`config.mk`:
```
export PLATFORM = sky130hd
export DESIGN_NAME = alu_seq
export DESIGN_NICKNAME = d
export VERILOG_FILES = /design/src/rtl/alu_pkg.sv /design/src/rtl/alu_mul_iter.sv /design/src/rtl/alu_seq.sv
export SDC_FILE = /design/constraint.sdc
export NUM_CORES = 2
export LEC_CHECK = 0
export ABC_AREA = 1
export CORE_MARGIN = 3
export CORE_UTILIZATION = 55
export DETAILED_ROUTE_END_ITERATION = 16
export GPL_TIMING_DRIVEN = 0
export PLACE_DENSITY_LB_ADDON = 0.3
export SLEW_MARGIN = 20
export SYNTH_ARGS = -nofsm -noshare
export SYNTH_HDL_FRONTEND = slang
export SYNTH_SLANG_ARGS = --single-unit
```
`constraint.sdc`:
```
create_clock -name clk -period 2.5 [get_ports clk]
set_clock_uncertainty 0.1 [all_clocks]
set_input_delay 0.375 -clock clk [delete_from_list [all_inputs] [get_ports clk]]
set_output_delay 0.375 -clock clk [all_outputs]
set_load 0.02 [all_outputs]
```
`src/rtl/alu_pkg.sv`:
```
// alu_pkg: shared definitions for the sequential ALU.
//   - 4-bit alu_c opcode encodings (legacy ADD/SUB/AND/OR plus NOR, SLT,
//     XOR and the iterative MUL).
//   - FSM state encoding used by alu_seq.
//   - op_is_legal(): single source of truth for which opcodes are defined.
package alu_pkg;

    localparam logic [3:0] OP_AND = 4'b0000;
    localparam logic [3:0] OP_OR  = 4'b0001;
    localparam logic [3:0] OP_ADD = 4'b0010;
    localparam logic [3:0] OP_XOR = 4'b0011;
    localparam logic [3:0] OP_SUB = 4'b0110;
    localparam logic [3:0] OP_SLT = 4'b0111;
    localparam logic [3:0] OP_MUL = 4'b1000;
    localparam logic [3:0] OP_NOR = 4'b1100;

    typedef enum logic [1:0] {
        IDLE = 2'b00,
        BUSY = 2'b01,
        DONE = 2'b10
    } state_t;

    function automatic logic op_is_legal(input logic [3:0] op);
        case (op)
            OP_AND, OP_OR, OP_ADD, OP_XOR,
            OP_SUB, OP_SLT, OP_MUL, OP_NOR: return 1'b1;
            default:                        return 1'b0;
        endcase
    endfunction

endpackage

```
`src/rtl/alu_mul_iter.sv`:
```
// alu_mul_iter: unsigned shift-add multiplier, one partial product per cycle.
//   clk, rst_n   : clock, async active-low reset (discards any product in flight)
//   start_i      : load operands, clear accumulator/counter, begin iterating
//   a_i, b_i     : multiplicand / multiplier (sampled only with start_i)
//   busy_o       : iterations in progress
//   done_o       : one-cycle pulse; product_o is final while it is high
//   product_o    : full 2*WIDTH-bit product (accumulator)
module alu_mul_iter #(
    parameter int WIDTH = 64,
    parameter int CNT_W = $clog2(WIDTH) + 1
) (
    input  logic                 clk,
    input  logic                 rst_n,
    input  logic                 start_i,
    input  logic [WIDTH-1:0]     a_i,
    input  logic [WIDTH-1:0]     b_i,
    output logic                 busy_o,
    output logic                 done_o,
    output logic [2*WIDTH-1:0]   product_o
);

    localparam logic [CNT_W-1:0] LAST = CNT_W'(WIDTH - 1);

    logic [2*WIDTH-1:0] acc_q, acc_d;
    logic [2*WIDTH-1:0] mcand_q, mcand_d;
    logic [WIDTH-1:0]   mplier_q, mplier_d;
    logic [CNT_W-1:0]   cnt_q, cnt_d;
    logic               busy_q, busy_d;
    logic               done_q, done_d;

    always_comb begin
        acc_d    = acc_q;
        mcand_d  = mcand_q;
        mplier_d = mplier_q;
        cnt_d    = cnt_q;
        busy_d   = busy_q;
        done_d   = 1'b0;
        if (start_i) begin
            acc_d    = '0;
            mcand_d  = {{WIDTH{1'b0}}, a_i};
            mplier_d = b_i;
            cnt_d    = '0;
            busy_d   = 1'b1;
        end else if (busy_q) begin
            if (mplier_q[0])
                acc_d = acc_q + mcand_q;
            mcand_d  = mcand_q << 1;
            mplier_d = mplier_q >> 1;
            cnt_d    = cnt_q + 1'b1;
            // Last of WIDTH iterations: accumulator is final after this edge.
            if (cnt_q == LAST) begin
                busy_d = 1'b0;
                done_d = 1'b1;
            end
        end
    end

    always_ff @(posedge clk or negedge rst_n) begin
        if (!rst_n) begin
            acc_q    <= '0;
            mcand_q  <= '0;
            mplier_q <= '0;
            cnt_q    <= '0;
            busy_q   <= 1'b0;
            done_q   <= 1'b0;
        end else begin
            acc_q    <= acc_d;
            mcand_q  <= mcand_d;
            mplier_q <= mplier_d;
            cnt_q    <= cnt_d;
            busy_q   <= busy_d;
            done_q   <= done_d;
        end
    end

    assign busy_o    = busy_q;
    assign done_o    = done_q;
    assign product_o = acc_q;

endmodule

```
`src/rtl/alu_seq.sv`:
```
// alu_seq: registered ALU with valid/ready handshakes on input and output.
//   clk, rst_n            : clock, async active-low reset
//   in_valid / in_ready   : input handshake; in_ready high only in IDLE
//   in1, in2, alu_c       : operands and opcode, sampled on the accept edge
//   out_valid / out_ready : output handshake; outputs held while stalled
//   result                : registered WIDTH-bit result
//   zero, negative        : result == 0, result MSB
//   carry                 : ADD/SUB carry-out (SUB: 1 = no borrow), MUL: high half != 0
//   overflow              : signed overflow for ADD/SUB
//   illegal               : opcode undefined (result forced to 0)
// Single-cycle ops finish on the accept edge; MUL goes through BUSY for
// WIDTH iterations plus one cycle to register the product.
module alu_seq
    import alu_pkg::*;
#(
    parameter int WIDTH = 64,
    parameter int CNT_W = $clog2(WIDTH) + 1
) (
    input  logic             clk,
    input  logic             rst_n,
    input  logic             in_valid,
    output logic             in_ready,
    input  logic [WIDTH-1:0] in1,
    input  logic [WIDTH-1:0] in2,
    input  logic [3:0]       alu_c,
    output logic             out_valid,
    input  logic             out_ready,
    output logic [WIDTH-1:0] result,
    output logic             zero,
    output logic             negative,
    output logic             carry,
    output logic             overflow,
    output logic             illegal
);

    state_t state_q, state_d;

    logic [WIDTH-1:0] result_q, result_d;
    logic             zero_q, zero_d;
    logic             neg_q, neg_d;
    logic             carry_q, carry_d;
    logic             ovf_q, ovf_d;
    logic             ill_q, ill_d;
    logic             load;

    logic               mul_start;
    logic               mul_busy;
    logic               mul_done;
    logic [2*WIDTH-1:0] mul_prod;

    // Single-cycle datapath (driven straight from the operand inputs; only
    // consumed on the accept edge).
    logic [WIDTH:0]   add_ext, sub_ext;
    logic             slt;
    logic [WIDTH-1:0] sc_res;
    logic             sc_carry, sc_ovf, sc_ill;

    alu_mul_iter #(
        .WIDTH (WIDTH),
        .CNT_W (CNT_W)
    ) u_mul (
        .clk       (clk),
        .rst_n     (rst_n),
        .start_i   (mul_start),
        .a_i       (in1),
        .b_i       (in2),
        .busy_o    (mul_busy),
        .done_o    (mul_done),
        .product_o (mul_prod)
    );

    always_comb begin
        add_ext  = {1'b0, in1} + {1'b0, in2};
        // SUB as in1 + ~in2 + 1 so bit WIDTH is the "no borrow" carry.
        sub_ext  = {1'b0, in1} + {1'b0, ~in2} + {{WIDTH{1'b0}}, 1'b1};
        slt      = $signed(in1) < $signed(in2);
        sc_res   = '0;
        sc_carry = 1'b0;
        sc_ovf   = 1'b0;
        sc_ill   = !op_is_legal(alu_c);
        case (alu_c)
            OP_AND: sc_res = in1 & in2;
            OP_OR:  sc_res = in1 | in2;
            OP_XOR: sc_res = in1 ^ in2;
            OP_NOR: sc_res = ~(in1 | in2);
            OP_ADD: begin
                sc_res   = add_ext[WIDTH-1:0];
                sc_carry = add_ext[WIDTH];
                sc_ovf   = (in1[WIDTH-1] == in2[WIDTH-1]) &&
                           (add_ext[WIDTH-1] != in1[WIDTH-1]);
            end
            OP_SUB: begin
                sc_res   = sub_ext[WIDTH-1:0];
                sc_carry = sub_ext[WIDTH];
                sc_ovf   = (in1[WIDTH-1] != in2[WIDTH-1]) &&
                           (sub_ext[WIDTH-1] != in1[WIDTH-1]);
            end
            OP_SLT: sc_res = {{(WIDTH-1){1'b0}}, slt};
            default: sc_res = '0;
        endcase
    end

    always_comb begin
        state_d   = state_q;
        result_d  = result_q;
        carry_d   = carry_q;
        ovf_d     = ovf_q;
        ill_d     = ill_q;
        load      = 1'b0;
        mul_start = 1'b0;
        case (state_q)
            IDLE: begin
                if (in_valid) begin
                    if (alu_c == OP_MUL) begin
                        mul_start = 1'b1;
                        state_d   = BUSY;
                    end else begin
                        load     = 1'b1;
                        result_d = sc_res;
                        carry_d  = sc_carry;
                        ovf_d    = sc_ovf;
                        ill_d    = sc_ill;
                        state_d  = DONE;
                    end
                end
            end
            BUSY: begin
                if (mul_done) begin
                    load     = 1'b1;
                    result_d = mul_prod[WIDTH-1:0];
                    carry_d  = |mul_prod[2*WIDTH-1:WIDTH];
                    ovf_d    = 1'b0;
                    ill_d    = 1'b0;
                    state_d  = DONE;
                end else if (!mul_busy) begin
                    // Multiplier lost its job (cannot happen in normal flow);
                    // recover rather than hang.
                    state_d = IDLE;
                end
            end
            DONE: begin
                if (out_ready)
                    state_d = IDLE;
            end
            default: state_d = IDLE;
        endcase
        // Status flags track the result being registered, not the inputs.
        zero_d = load ? (result_d == '0)        : zero_q;
        neg_d  = load ? result_d[WIDTH-1]       : neg_q;
    end

    always_ff @(posedge clk or negedge rst_n) begin
        if (!rst_n) begin
            state_q  <= IDLE;
            result_q <= '0;
            zero_q   <= 1'b0;
            neg_q    <= 1'b0;
            carry_q  <= 1'b0;
            ovf_q    <= 1'b0;
            ill_q    <= 1'b0;
        end else begin
            state_q  <= state_d;
            result_q <= result_d;
            zero_q   <= zero_d;
            neg_q    <= neg_d;
            carry_q  <= carry_d;
            ovf_q    <= ovf_d;
            ill_q    <= ill_d;
        end
    end

    assign in_ready  = (state_q == IDLE);
    assign out_valid = (state_q == DONE);
    assign result    = result_q;
    assign zero      = zero_q;
    assign negative  = neg_q;
    assign carry     = carry_q;
    assign overflow  = ovf_q;
    assign illegal   = ill_q;

endmodule

```
==> results of run 1 <==
[cells by family after synthesis]
logic type,after synthesis
compound gates,1391
xor+xnor,20
fa+ha+maj,325
buf+inv,1435
flops,400
simple gates,3514
[stage by stage]
stage / util / setup WS [ns] / TNS [ns] / cell area [µm²] / hold WS (ns)
after floorplan: - / -0.150 / -0.191 / 42800 / -0.0206
after detailed placement: 0.606 / -2.59 / -367.16 / 46300 / 0.207
after global placement: 0.604 / -16.47 / -6959.54 / 46100 / 0.351
after CTS: 0.730 / -0.564 / -28.13 / 55700 / 0.00111
[routing by layer]
layer,GRT usage,overflow
met5,0.497,11
met4,0.826,304
met3,0.744,128
met2,0.992,752
met1,0.863,141
[what timing repair did]
item | in CTS
endpoints found under the setup margin | 379
gates cloned | 4
setup buffers | 248
endpoints found under the hold margin | 119
gates resized for setup | 1944
hold buffers | 14
pin swaps | 253
==> impl_metrics.env, run 1 <==
export IMPL_track_usage=0.858
export IMPL_synth_nets=7546
export IMPL_synth_top_area_cell="dfrtp_1"
export IMPL_first_error="[ERROR GRT-0232] Routing congestion too high. Check the congestion heatmap in the GUI."
export IMPL_synth_area_top_cells="dfrtp_1 23%, nand2_1 18%, inv_1 10%"
export IMPL_synth_distinct_cells=61
export IMPL_port_buffers=206
export IMPL_synth_seq_area_share=0.235
export IMPL_synth_compound_area_frac=0.188
export IMPL_start_util=0.558
export IMPL_crit_endpoint="u_mul.product_o[126]$_DFFE_PN0P_/D"
export IMPL_synth_top_area_frac=0.235
export IMPL_clockRootBuffer="clkbuf_16"
export IMPL_grt_overflow_total=1336
export IMPL_yosys_top_cells_count="2,080 x nand2_1, 1,164 x inv_1, 606 x nand3_1"
export IMPL_synth_most_common_cell="nand2_1"
export IMPL_synthFlopType="dfrtp_1"
export IMPL_io_pin_count=207
export IMPL_synth_simple_area_share=0.344
export IMPL_synth_enable_flop_cells=0
export IMPL_yosys_area_share_adder=0.0960
export IMPL_synth_mux_area_frac=0
export IMPL_failing_step="global routing (5_1_grt)"
export IMPL_grt_max_degree=97
export IMPL_dp_hpwl_mm=170
export IMPL_worstEpCategory="register input"
export IMPL_synthCells=7085
export IMPL_clock_path_buffers=3
export IMPL_synth_top_family_by_area="simple AND/OR/NAND/NOR gates"
export IMPL_cts_buffers=47
export IMPL_synthArstFlopShare=1.00
export IMPL_die_x_um=284
export IMPL_cts_sinks=400
export IMPL_ys_warn_count=0
export IMPL_place_gp_congestion=1.13
export IMPL_status="did not finish"
export IMPL_rows=101
export IMPL_syn_area_mm2=0.0426
export IMPL_htreeDepth=2
export IMPL_die_h_um=284
export IMPL_synth_seq_cells=400
export IMPL_placed_cells=8326
export IMPL_synth_xor_area_frac=0.00411
export IMPL_synth_area_per_cell_um2=6.01
==> run 2, diff against run 1 <==
Settings changed: CORE_UTILIZATION 55 to 40, PLACE_DENSITY_LB_ADDON 0.3 to 0.15.
Clock period 2.5 ns to 3.2 ns, I/O delays scaled along.
==> impl_metrics.env, run 2 <==
export IMPL_cts_sinks=400
export IMPL_rsz0062_at_grt="true"
export IMPL_die_area_mm2=0.110
export IMPL_final_common_cell="nand2_1"
export IMPL_cp_max_fo=9
export IMPL_synthArstFlopShare=1.00
export IMPL_clk_pin_slew_worst_paths_ns=0.06
export IMPL_grt_pass1_vias=48700
export IMPL_area_growth_pct=29.6
export IMPL_p_clk_frac=0.181
export IMPL_grt_pass1_wl_mm=326
export IMPL_hold_path_class="input port to register"
export IMPL_cp_common_cell="nand2_1"
export IMPL_cp_start_kind="input port"
export IMPL_nets=7986
export IMPL_p_per_area_mw_per_mm2=628
export IMPL_ant_nets=0
export IMPL_final_setup_tns_ns=-0.357
export IMPL_clockRootBuffer="clkbuf_16"
export IMPL_fin_crit_ns=3.32
export IMPL_dr_pass1_iters=9
export IMPL_p_leak_nw=27.6
export IMPL_path_class="input port to register"
export IMPL_synth_top_area_cell="dfrtp_1"
export IMPL_die_h_um=332
export IMPL_pwr_share_comb=0.555
export IMPL_htreeDepth=2
export IMPL_drtIter0Drc=5171
export IMPL_grt_overflow_total=0
export IMPL_route_detailed_drc=0
export IMPL_wl_per_cell_um=26.2
export IMPL_ir_drop_uv=415
export IMPL_wirelength_mm=234
export IMPL_power_switching_share=0.506
export IMPL_synth_seq_area_share=0.235
export IMPL_violations="setup timing"
export IMPL_power_mw=34.7
export IMPL_setup_ws_ns=-0.116
export IMPL_sequentialPowerShare=0.265
export IMPL_slew_violations=0
export IMPL_max_slew_worst_pin_slew_ns=1.09
export IMPL_max_slew_margin_rel=0.272
export IMPL_synth_distinct_cells=61
export IMPL_synth_top_area_frac=0.235
export IMPL_cap_viol_max_count=0
export IMPL_dr_wl_met3_mm=19.3
export IMPL_antenna_found_initial=10
export IMPL_slowest_delay_ns=0.37
export IMPL_p_int_mw=17.1
export IMPL_post_route_period_util=1.04
export IMPL_yosys_top_cells_count="2,080 x nand2_1, 1,164 x inv_1, 606 x nand3_1"
export IMPL_hold_viol=0
export IMPL_setup_viol=7
export IMPL_syn_area_mm2=0.0426
export IMPL_cp_arrival_ns=3.81
export IMPL_endpoint_kind="register"
export IMPL_wl_met2_mm=104
export IMPL_place_area_mm2=0.0466
export IMPL_ys_warn_count=0
export IMPL_final_cell_mix="1,837 x nand2_1, 1,034 x inv_1, 498 x nand3_1, 429 x nor2_1, 417 x a21oi_1"
export IMPL_drive_above_1_share=0.213
export IMPL_crit_slowest_cell="o21ai_1"
export IMPL_dp_hpwl_mm=193
export IMPL_synthFlopType="dfrtp_1"
export IMPL_io_pin_count=207
export IMPL_via_per_inst=5.75
export IMPL_crit_required_ns=3.70
export IMPL_clock_path_buffers=3
export IMPL_synth_area_per_cell_um2=6.01
export IMPL_synth_enable_flop_cells=0
export IMPL_fmax_ghz=0.302
export IMPL_synth_most_common_cell="nand2_1"
export IMPL_via_count=51500
export IMPL_synth_nets=7546
export IMPL_whs_ns=0.00124
export IMPL_synthCells=7085
export IMPL_track_usage=0.403
export IMPL_design_area_mm2=0.0552
export IMPL_synth_seq_cells=400
export IMPL_maxUsedRoutingLayer="met5"
export IMPL_cts_tree="built"
export IMPL_layoutNonFillerInstCount=8960
export IMPL_rows=119
export IMPL_grt_max_degree=95
export IMPL_synth_area_top_cells="dfrtp_1 23%, nand2_1 18%, inv_1 10%"
export IMPL_start_util=0.404
export IMPL_crit_chain="clkdlybuf4s15_2 > inv_2 > ha_1 > buf_6 > o21ai_1 > inv_1 > nand2_1 > inv_1 > nand2_1 > o21bai_4 > a21oi_1 > nand2_1 > nand2_1 > nand3_2 > nand3_2 > nand2_1 > nand2_1 > nand2_1 > nand2_1 > nor2_1 > nand2_1 > nor2_4 > nand3_4 > nand2_1"
export IMPL_wl_met1_mm=94.1
export IMPL_die_x_um=332
export IMPL_core_mm2=0.106
export IMPL_placed_cells=8689
export IMPL_cts_buffers=51
export IMPL_port_buffers=206
export IMPL_status="finished with violations"
export IMPL_clk_latency_ns=0.72
export IMPL_place_gp_congestion=1.07
export IMPL_switchingPower_mw=17.6
-- run 2: cell counts after synthesis --
Identical to the previous run, type by type.
-- run 2: final cells by class --
cell class	instances	area [µm²]
antenna	1	2.50
clock inverter	27	340
inverter	1198	4620
tap	1391	1740
multi-input combinational	5250	32200
sequential	400	10000
timing repair buffer	388	3380
fill	11000	50400
buffer	236	1490
clock buffer	69	1450
-- run 2: kinds of logic after synthesis --
family	Yosys count	share of synthesized area
and+or+nand+nor	3514	0.344
buffers and inverters	1435	0.133
adders and majority gates	325	0.0960
AOI/OAI and AO/OA	1391	0.188
DFF	400	0.235
xor gates and xnor gates	20	0.00411
-- run 2: routing by layer --
layer  vias up  track usage
li1      23800            -
met5         -            0
met1     24700        0.508
met4         8        0.234
met3       580       0.0658
met2      2424        0.653
-- run 2: power by group through the flow --
stage / clock [mW] / sequential, mW / combinational [mW]
CTS: 6.32 / 8.86 / 17.4
finish: 6.27 / 9.18 / 19.2
floorplan: 0 / 8.29 / 10.4
global placement: 0 / 8.85 / 16.0
detailed placement: 0 / 8.86 / 16.2
global route: 6.51 / 9.31 / 20.8
-- run 2: what timing repair did --
action / 4_1_cts / 5_1_grt
setup endpoints to repair: 219 / 87
resized for setup: 1037 / 854
setup buffers: 82 / 88
hold buffers: 1 / 0
gates cloned: 1 / 3
pin swaps: 114 / 147
endpoints found under the hold margin: 53 / 0
-- run 2: final timing paths --
kind                       slack, ns  cells past startpoint                       startpoint                               to
max in group asynchronous       0.96                      5                            rst_n   u_mul.mplier_q[51]$_DFFE_PN0P_
setup / recovery               -0.12                     24                          in1[41]                 zero$_DFFE_PN0P_
setup reg to reg               -0.07                     14  u_mul.product_o[20]$_DFFE_PN0P_  u_mul.product_o[75]$_DFFE_PN0P_
min in group asynchronous       0.17                      2                            rst_n   u_mul.product_o[3]$_DFFE_PN0P_
hold / removal                 0.001                      3                           in2[9]    u_mul.mplier_q[9]$_DFFE_PN0P_
hold reg to reg                 0.37                      1       u_mul.cnt_q[6]$_DFFE_PN0P_       u_mul.cnt_q[6]$_DFFE_PN0P_
-- run 2: stage by stage --
step | setup WS (ns) | util
floorplan | 0.370 | -
global placement | -17.09 | 0.440
detailed placement | -2.64 | 0.441
CTS | -0.192 | 0.495
global route | -0.154 | 0.523
finish | -0.116 | 0.523
-- run 2: worst max-delay path: cells and delay by family --
kind	cells	cell delay [ns]
AND/OR/NAND/NOR	15	1.64
AO/OA/AOI/OAI	3	0.74
buffers and inverters	5	0.64
adder cells (fa/ha/maj)	1	0.31
No activity file was read; power rests on OpenSTA's default activity.
